### src/rtl/uart_pkg.sv
// Register offsets, bit positions and the FIFO entry layout for the UART byte packer.
package uart_pkg;

  localparam logic [1:0] REG_DATA   = 2'd0;
  localparam logic [1:0] REG_STATUS = 2'd1;
  localparam logic [1:0] REG_CTRL   = 2'd2;

  localparam int LEVEL_LSB = 0;
  localparam int EMPTY_BIT = 8;
  localparam int FULL_BIT  = 9;
  localparam int OVR_BIT   = 10;
  localparam int BCNT_LSB  = 11;

  localparam int CLR_OVR_BIT = 0;
  localparam int FLUSH_BIT   = 1;

  typedef struct packed {
    logic [2:0]  bcnt;
    logic [31:0] data;
  } word_t;

endpackage

### src/rtl/uart_rx_packer_word_fifo.sv
// Word FIFO, combinational head; push is accepted when full only alongside a pop.
// Flush empties it and overrides any push or pop in the same cycle.
module word_fifo #(
  parameter int WIDTH = 35,
  parameter int DEPTH = 8
) (
  input  logic                     clk,
  input  logic                     reset_n,
  input  logic                     push,
  input  logic                     pop,
  input  logic                     flush,
  input  logic [WIDTH-1:0]         din,
  output logic [WIDTH-1:0]         dout,
  output logic                     empty,
  output logic                     full,
  output logic [$clog2(DEPTH):0]   level
);
  localparam int AW = $clog2(DEPTH);

  logic [WIDTH-1:0] mem_q [DEPTH];
  logic [WIDTH-1:0] mem_d [DEPTH];
  logic [AW-1:0]    wr_q, wr_d, rd_q, rd_d;
  logic [AW:0]      lvl_q, lvl_d;
  logic             push_ok, pop_ok;

  assign empty   = (lvl_q == '0);
  assign full    = (lvl_q == (AW+1)'(DEPTH));
  assign level   = lvl_q;
  assign dout    = mem_q[rd_q];
  assign push_ok = push && (!full || pop);
  assign pop_ok  = pop && !empty;

  always_comb begin
    mem_d = mem_q;
    wr_d  = wr_q;
    rd_d  = rd_q;
    lvl_d = lvl_q;
    if (flush) begin
      wr_d  = '0;
      rd_d  = '0;
      lvl_d = '0;
    end else begin
      if (push_ok) begin
        mem_d[wr_q] = din;
        wr_d        = wr_q + 1'b1;
      end
      if (pop_ok) rd_d = rd_q + 1'b1;
      lvl_d = lvl_q + (AW+1)'(push_ok) - (AW+1)'(pop_ok);
    end
  end

  always_ff @(posedge clk or negedge reset_n) begin
    if (!reset_n) begin
      mem_q <= '{default: '0};
      wr_q  <= '0;
      rd_q  <= '0;
      lvl_q <= '0;
    end else begin
      mem_q <= mem_d;
      wr_q  <= wr_d;
      rd_q  <= rd_d;
      lvl_q <= lvl_d;
    end
  end

endmodule

### src/rtl/uart_rx_packer.sv
// Packs received bytes little-endian into 32-bit words, flushing partial words after an idle timeout.
// Word readable one cycle after its last byte; a push into a full FIFO without a pop is dropped and flagged.
module uart_rx_packer
  import uart_pkg::*;
#(
  parameter int DEPTH   = 8,
  parameter int TIMEOUT = 1024
) (
  input  logic        clk,
  input  logic        reset_n,
  input  logic        rx_done_tick,
  input  logic [7:0]  rx_data,
  input  logic [15:0] address,
  input  logic        re,
  input  logic        we,
  input  logic [31:0] w_data,
  output logic [31:0] r_data,
  output logic        irq,
  output logic        overrun
);
  localparam int IW = (TIMEOUT > 2) ? $clog2(TIMEOUT) : 1;
  localparam int LW = $clog2(DEPTH) + 1;

  logic [1:0]    cnt_q, cnt_d;
  logic [23:0]   acc_q, acc_d;
  logic [IW-1:0] idle_q, idle_d;
  logic          ovr_q, ovr_d;

  logic [1:0]    sel;
  logic          ctrl_wr, flush, clr_ovr, pop, push, drop;
  word_t         push_word, head;
  logic          empty, full;
  logic [LW-1:0] level;
  logic [7:0]    level8;
  logic          unused_bits;

  assign unused_bits = ^{address[15:4], address[1:0], w_data[31:2]};

  assign sel     = address[3:2];
  assign ctrl_wr = we && (sel == REG_CTRL);
  assign flush   = ctrl_wr && w_data[FLUSH_BIT];
  assign clr_ovr = ctrl_wr && w_data[CLR_OVR_BIT];
  assign pop     = re && (sel == REG_DATA) && !empty;
  assign drop    = push && !flush && full && !pop;

  always_comb begin
    cnt_d     = cnt_q;
    acc_d     = acc_q;
    idle_d    = idle_q;
    push      = 1'b0;
    push_word = '0;
    if (rx_done_tick) begin
      idle_d = '0;
      if (cnt_q == 2'd3) begin
        push      = 1'b1;
        push_word = '{bcnt: 3'd4, data: {rx_data, acc_q}};
        cnt_d     = '0;
        acc_d     = '0;
      end else begin
        acc_d[{cnt_q, 3'b000} +: 8] = rx_data;
        cnt_d                       = cnt_q + 1'b1;
      end
    end else if (cnt_q != 2'd0) begin
      // Push on the edge where the idle count would reach TIMEOUT-1.
      if (idle_q == IW'(TIMEOUT - 2)) begin
        push      = 1'b1;
        push_word = '{bcnt: {1'b0, cnt_q}, data: {8'h00, acc_q}};
        cnt_d     = '0;
        acc_d     = '0;
        idle_d    = '0;
      end else begin
        idle_d = idle_q + 1'b1;
      end
    end
    if (flush) begin
      cnt_d  = '0;
      acc_d  = '0;
      idle_d = '0;
    end
    ovr_d = drop | (ovr_q & ~clr_ovr);
  end

  always_ff @(posedge clk or negedge reset_n) begin
    if (!reset_n) begin
      cnt_q  <= '0;
      acc_q  <= '0;
      idle_q <= '0;
      ovr_q  <= 1'b0;
    end else begin
      cnt_q  <= cnt_d;
      acc_q  <= acc_d;
      idle_q <= idle_d;
      ovr_q  <= ovr_d;
    end
  end

  word_fifo #(
    .WIDTH ($bits(word_t)),
    .DEPTH (DEPTH)
  ) u_fifo (
    .clk     (clk),
    .reset_n (reset_n),
    .push    (push),
    .pop     (pop),
    .flush   (flush),
    .din     (push_word),
    .dout    (head),
    .empty   (empty),
    .full    (full),
    .level   (level)
  );

  always_comb begin
    level8            = '0;
    level8[LW-1:0]    = level;
    r_data            = '0;
    case (sel)
      REG_DATA:   r_data = empty ? 32'h0 : head.data;
      REG_STATUS: begin
        r_data[LEVEL_LSB +: 8] = level8;
        r_data[EMPTY_BIT]      = empty;
        r_data[FULL_BIT]       = full;
        r_data[OVR_BIT]        = ovr_q;
        r_data[BCNT_LSB +: 3]  = empty ? 3'd0 : head.bcnt;
      end
      REG_CTRL:   r_data[2:0] = {1'b0, cnt_q};
      default:    r_data = '0;
    endcase
  end

  assign irq     = !empty;
  assign overrun = ovr_q;

endmodule

### config.mk
export PLATFORM = sky130hd
export DESIGN_NAME = uart_rx_packer
export DESIGN_NICKNAME = d
export VERILOG_FILES = /design/src/rtl/uart_pkg.sv /design/src/rtl/uart_rx_packer_word_fifo.sv /design/src/rtl/uart_rx_packer.sv
export SDC_FILE = /design/constraint.sdc
export NUM_CORES = 1
export LEC_CHECK = 0
export CAP_MARGIN = 15
export CORE_AREA = 10 10 198 163
export CTS_BUF_LIST = sky130_fd_sc_hd__clkbuf_8
export DETAILED_ROUTE_END_ITERATION = 16
export DIE_AREA = 0 0 208 173
export GPL_ROUTABILITY_DRIVEN = 1
export PLACE_DENSITY = 0.71
export SYNTH_ARGS = -nofsm -noshare
export SYNTH_HDL_FRONTEND = slang
export SYNTH_SLANG_ARGS = --single-unit
### constraint.sdc
create_clock -name clk -period 4.2 [get_ports clk]
set_input_delay 0.63 -clock clk [delete_from_list [all_inputs] [get_ports clk]]
set_output_delay 0.63 -clock clk [all_outputs]
set_load 0.05 [all_outputs]
## Yosys cells after proc, flatten, opt, wreduce, memory -nomap -nowiden

Index checks and enable logic that the tools add are counted.

- Bitwise gates (word level): 6
- Magnitude comparators: 3
- Multiplexer cells: 39
- Div/mod/pow operators: 0
- Shift-type cells: 2
- Reduce and logical (&&, ||, !) cells: 25
- Add/subtract/negate cells: 7
- Multipliers: 0
- Eq/ne operators: 5

Operator list:

| cell | count |
|---|---|
| $bwmux W280 | 1 |
| $mux W35 | 5 |
| $mux W24 | 5 |
| $bmux W35 S3 | 1 |
| $demux W35 S3 | 1 |
| $mux W34 | 2 |
| $mux W10 | 4 |
| $mux W32 | 1 |
| $bwmux W24 | 1 |
| $shift A8 B7 Y24 const A | 1 |
| $shiftx A8 B7 Y24 | 1 |
| $pmux W11 S2 | 1 |
| $mux W18 | 1 |
| $mux W3 | 5 |
| $logic_and A1 B1 Y1 | 11 |
| $add A10 B1 Y10 const B | 1 |
| $eq A10 B10 Y1 const B | 1 |
| $mux W2 | 5 |
| $pmux W3 S3 | 1 |
| $ge A4 B4 Y1 const B | 2 |
| $not A3 Y4 | 2 |
| $neg A5 Y7 | 1 |
| $add A3 B1 Y3 const B | 2 |
| $reduce_bool A2 Y1 | 3 |
| 18 further kinds | 28 |

- Latch bits: 0
- Bits in read-only memories: 0
- Output and inout bits: 34
- Memories: 0
- Bits of input ports: 61
- Logic and storage cells: 102
- Memory bits (writable): 0
- Bits in registers: 327

## Longest topological paths before layout

- Depth in word-level cells: 8
- Mapped depth: 13
- Depth with buffers taken out: 11

## By module

From an unflattened synthesis, not the netlist that was laid out.

- Cell total of the unflattened synthesis: 1,028
- Area, all modules: 16,555.9 um^2

Modules (own cells, without submodules):

| module | cells each | sequential area each (um^2) | times used | area an instance (um^2) |
|---|---|---|---|---|
| word_fifo | 788 | 7,257.0 | 1 | 14,292.5 |
| uart_rx_packer | 240 | 925.9 | 1 | 2,263.4 |

## Least setup slack after synthesis

OpenSTA, ideal clock, no wires.

- Path type: register to output
- From: register u_fifo.lvl_q[2] (netlist: u_fifo.level[2])
- To: output port r_data[1]
- Path buffers: 2
- Stages on the path, launching flop included: 8
- Arrival time: 2,897 ps
- Required time: 3,570 ps
- Slack: 673 ps
- Cells stage by stage: dfrtp_1 inv_1 ha_1 or3b_2 clkbuf_1 nand2_1 clkbuf_1 o21ai_0

- Longest elaborated chain between the ends: 3

RTL lines:

| what | RTL line | text |
|---|---|---|
| start: declaration | uart_rx_packer_word_fifo.sv:23 | `logic [AW:0] lvl_q, lvl_d;` |
| start signal: assignment | uart_rx_packer_word_fifo.sv:62 | `lvl_q <= lvl_d;` |
| $logic_not A4 Y1 | uart_rx_packer_word_fifo.sv:26 | `assign empty = (lvl_q == '0);` |
| $mux W32 | uart_rx_packer.sv:118 | `REG_DATA: r_data = empty ? 32'h0 : head.data;` |
| $pmux W3 S3 | uart_rx_packer.sv:117 | `case (sel)` |
| end: declaration | uart_rx_packer.sv:17 | `output logic [31:0] r_data,` |

No other way between the ends.

## Worst setup path after layout

- From: register u_fifo.lvl_q[2] (netlist: u_fifo.level[2])
- To: output port r_data[12]

- Longest elaborated chain between the ends: 3
- Elaborated cells between the ends (all ways): 4
- Classes of those cells: 3 x mux; 1 x reduce/logical

RTL lines:

| what | RTL line |
|---|---|
| $logic_not A4 Y1 (*) | uart_rx_packer_word_fifo.sv:26 |
| $mux W3 / $mux W32 (equally long branches) | uart_rx_packer.sv:124, uart_rx_packer.sv:118 |
| $pmux W11 S2 (*) | uart_rx_packer.sv:117 |

Mark *: on every way between the ends. The rest lies on a longest branch, timed or not.

==> implementation parameters <==
Parameter                              Value

Layout
  Final design instance area without fill ... 0.01764 mm^2
  Final non-filler cell total ... 1487
  Fill count ... 2080
  Area used by multi-input combinational logic ... 0.006699 mm^2
  Utilization after layout ... 62.84%
  Area Growth Syn to Fin ... 14.70%
  Fraction of layout cells with a size suffix above 1 ... 38.23%
  Area taken by flip-flops and latches ... 0.008192 mm^2
  NumNets Final ... 1153
  Number of antenna repair diodes ... 0

Synth
  Sequential share of the synthesized area ... 53.20%
  Commonest cells in the synthesized netlist ... dfrtp_1 (327), mux2_2 (206), mux2_1 (74)
  Number of warnings printed during yosys synthesis ... 0
  Post-Synthesis Mean Instance Area ... 15.05 um^2
  Share of synthesized registers carrying an async set or reset ... 100.0%
  Cells after synthesis ... 1022
  Main flop type after synthesis ... dfrtp_1
  Synthesized Nets ... 1098
  Netlist cell types ... 58
  Top-count cell post-synth ... dfrtp_1
  Post-Synthesis Cell Area ... 0.01538 mm^2
  Largest cells by area after synthesis ... dfrtp_1 (53%), mux2_2 (15%), mux4_2 (9.4%), mux2_1 (5.4%), mux2i_1 (3.0%)
  Synthesis-stage register bit count ... 327
  Proportion of netlist area held by the largest area contributor ... 53.20%
  Count of flip-flops with a built-in enable after synthesis ... 0
  Top cell type by total area after synthesis ... dfrtp_1

Clocking
  Clock latency reported for the late side of the worst-skew pair ... 0.58 ns
  Post-cts repair resize count ... 0
  Post-CTS clock slew at the launch and capture registers of the worst setup and hold paths ... 0.06 ns
  Hold Buf Count CTS ... 0
  Number of clock buffers inserted by TritonCTS ... 51
  Largest buffer count on any clock path ... 3
  Number of sinks handled by clock tree synthesis ... 327
  Maximum level of the CTS H-tree ... 2
  CTS tree ... built
  Cell at the root of the clock tree ... clkbuf_8
  Post-CTS Setup Inserts ... 0

Placement
  Worst setup timing slack at the placement stage ... 0.6785 ns
  Number of buffers inserted by port buffering ... 50
  Cells after DPL ... 1394
  Gpl congestion ... 0.7555
  Placement Cell Area ... 0.01643 mm^2
  Final HPWL from detailed placement ... 19690 um

Setup path
  Crit-path cells ... inv_1 > ha_1 > or3b_2 > nand2_1 > buf_4 > o32ai_1 > buf_12
  Nature of the critical path startpoint ... flip-flop
  Largest driver fanout on the critical path ... 17
  Setup Crit Path Kind ... reg -> out
  CP endpoint kind ... output port
  Required time at the worst-slack endpoint ... 3.57 ns
  Count of buffer and inverter cells on the critical path ... 3
  Data arrival at the endpoint of the critical path ... 3.26 ns
  Highest cell delay on the worst timing path ... 0.63 ns
  Master of the slowest instance on the critical path ... nand2_1
  CP delay by family, top ... simple AND/OR/NAND/NOR gates

Timing
  Post-Route Setup TNS ... 0 ns
  Normalized max-slew margin ... 35.67%
  Hold violation count in the final report ... 0
  Setup violators final ... 0
  Worst setup slack after layout ... 0.3103 ns
  Upper clock frequency limit ... 257.1 MHz
  Slew at the pin with the worst max-slew slack ... 0.9650 ns
  Worst hold margin ... 0.07788 ns
  Slew Limit Fails ... 0
  Unrepaired setup endpoints after global routing ... no
  Worst clock skew on the final layout ... 0.01108 ns
  Share of the clock period used by the worst path after layout ... 92.61%
  Final critical-path required period ... 3.890 ns

Routing
  Number of DRC markers after the initial detailed-route iteration ... 571
  Initial DRT Pass Iterations ... 4
  Avg Vias per Cell ... 5.942
  Antenna violation net count after detailed routing ... 0
  Via count ... 8836
  Post-detailed-route wirelength per cell ... 22.61 um
  Post-detailed-routing wire length ... 33630 um
  Residual DRC ... 0

Floorplan
  Die Footprint ... 0.03598 mm^2
  Initial Util ... 54.79%
  Chip Height ... 173 um
  Chip width ... 208 um
  Top-level I/O count ... 95
  Floorplan core area ... 0.02808 mm^2
  Row count ... 55

Outcome
  Run status ... complete, no violations

Run
  Max-capacitance violation count ... 0

Min path
  Type of the tightest min-delay check ... in -> async

Power
  Worst supply voltage drop on vdd ... 355.2 uV
  Leakage power ... 8.346 nW
  Total power after layout ... 8.744 mW
  Pwr Density ... 495.6 mW/mm^2

Global route
  Overall fraction of global-route tracks in use ... 18.82%
  Wire length of the first global-routing pass ... 54580 um
  Maximum number of pins on one net before global-route repair ... 103
  Number of antenna violations at the first check in global routing ... 0
  Via count of the first global-routing pass ... 9311
  Residual overflow from global routing ... 0
-- state kept, by name, summed over array words and instances, names as in the netlist --
name	count
idle_q	10
u_fifo.level	4
overrun	1
cnt_q	2
u_fifo.rd_q	3
u_fifo.mem_q	280
acc_q	24
u_fifo.wr_q	3
-- cell families after synthesis --
| kind of cell | Yosys count | share of synthesized area, % |
|---|---|---|
| AO/OA/AOI/OAI | 85 | 4.604 |
| XOR/XNOR | 8 | 0.4555 |
| adder cells (fa/ha/maj) | 15 | 1.269 |
| buffers and inverters | 82 | 3.302 |
| flip-flops | 327 | 53.20 |
| multiplexers | 390 | 32.86 |
| AND/OR/NAND/NOR | 115 | 4.311 |
-- worst paths after layout --
check / start / endpoint / slack, ns / cells past startpoint
worst min-delay path: reset_n / overrun / 0.08 / 1
worst min register to register: u_fifo.mem_q[31] / u_fifo.mem_q[31] / 0.48 / 1
max in group asynchronous: reset_n / u_fifo.mem_q[252] / 2.89 / 2
worst max-delay path: u_fifo.level[2] / r_data[12] / 0.31 / 7
min in group clk: u_fifo.mem_q[31] / u_fifo.mem_q[31] / 0.48 / 1
worst max register to register: cnt_q[0] / u_fifo.mem_q[141] / 0.91 / 7
-- area by class of cell --
cell class	instances	share of cell area [%]
clock buffer	69	5.383
clock inverter	24	1.468
inverter	10	0.2128
multi-input combinational	613	37.97
sequential	327	46.43
tap	370	2.624
timing repair buffer	74	5.914
-- power breakdown --
group          leakage [nW]  switching (mW)  internal (mW)  total, mW
clock                 0.663            1.25           1.83       3.09
combinational          3.15           0.871          0.905       1.78
sequential             4.54           0.491           3.39       3.88
total                  8.35            2.62           6.13       8.74
-- per-layer routing --
layer | up-vias | share of wire, % | GRT usage, %
li1 | 3927 | - | -
met1 | 4659 | 46 | 27.27
met2 | 201 | 45 | 28.37
met3 | 49 | 6.9 | 3.962
met4 | 0 | 1.6 | 4.462
met5 | - | 0 | 0
-- cells in the final DEF, fill, tap and decap left out, drive strengths merged, types with 6 or more instances in the layout --
cell,instances
nor2,38
clkbuf,69
clkinv,6
nand2,13
clkdlybuf4s50,17
nand3,10
a21oi,13
a22o,24
o22ai,7
and3,10
buf,57
mux4,64
mux2i,46
mux2,280
o21ai,16
nand2b,6
ha,14
inv,21
bufinv,6
dfrtp,327
Note: power is estimated with default switching activity, not from simulation.
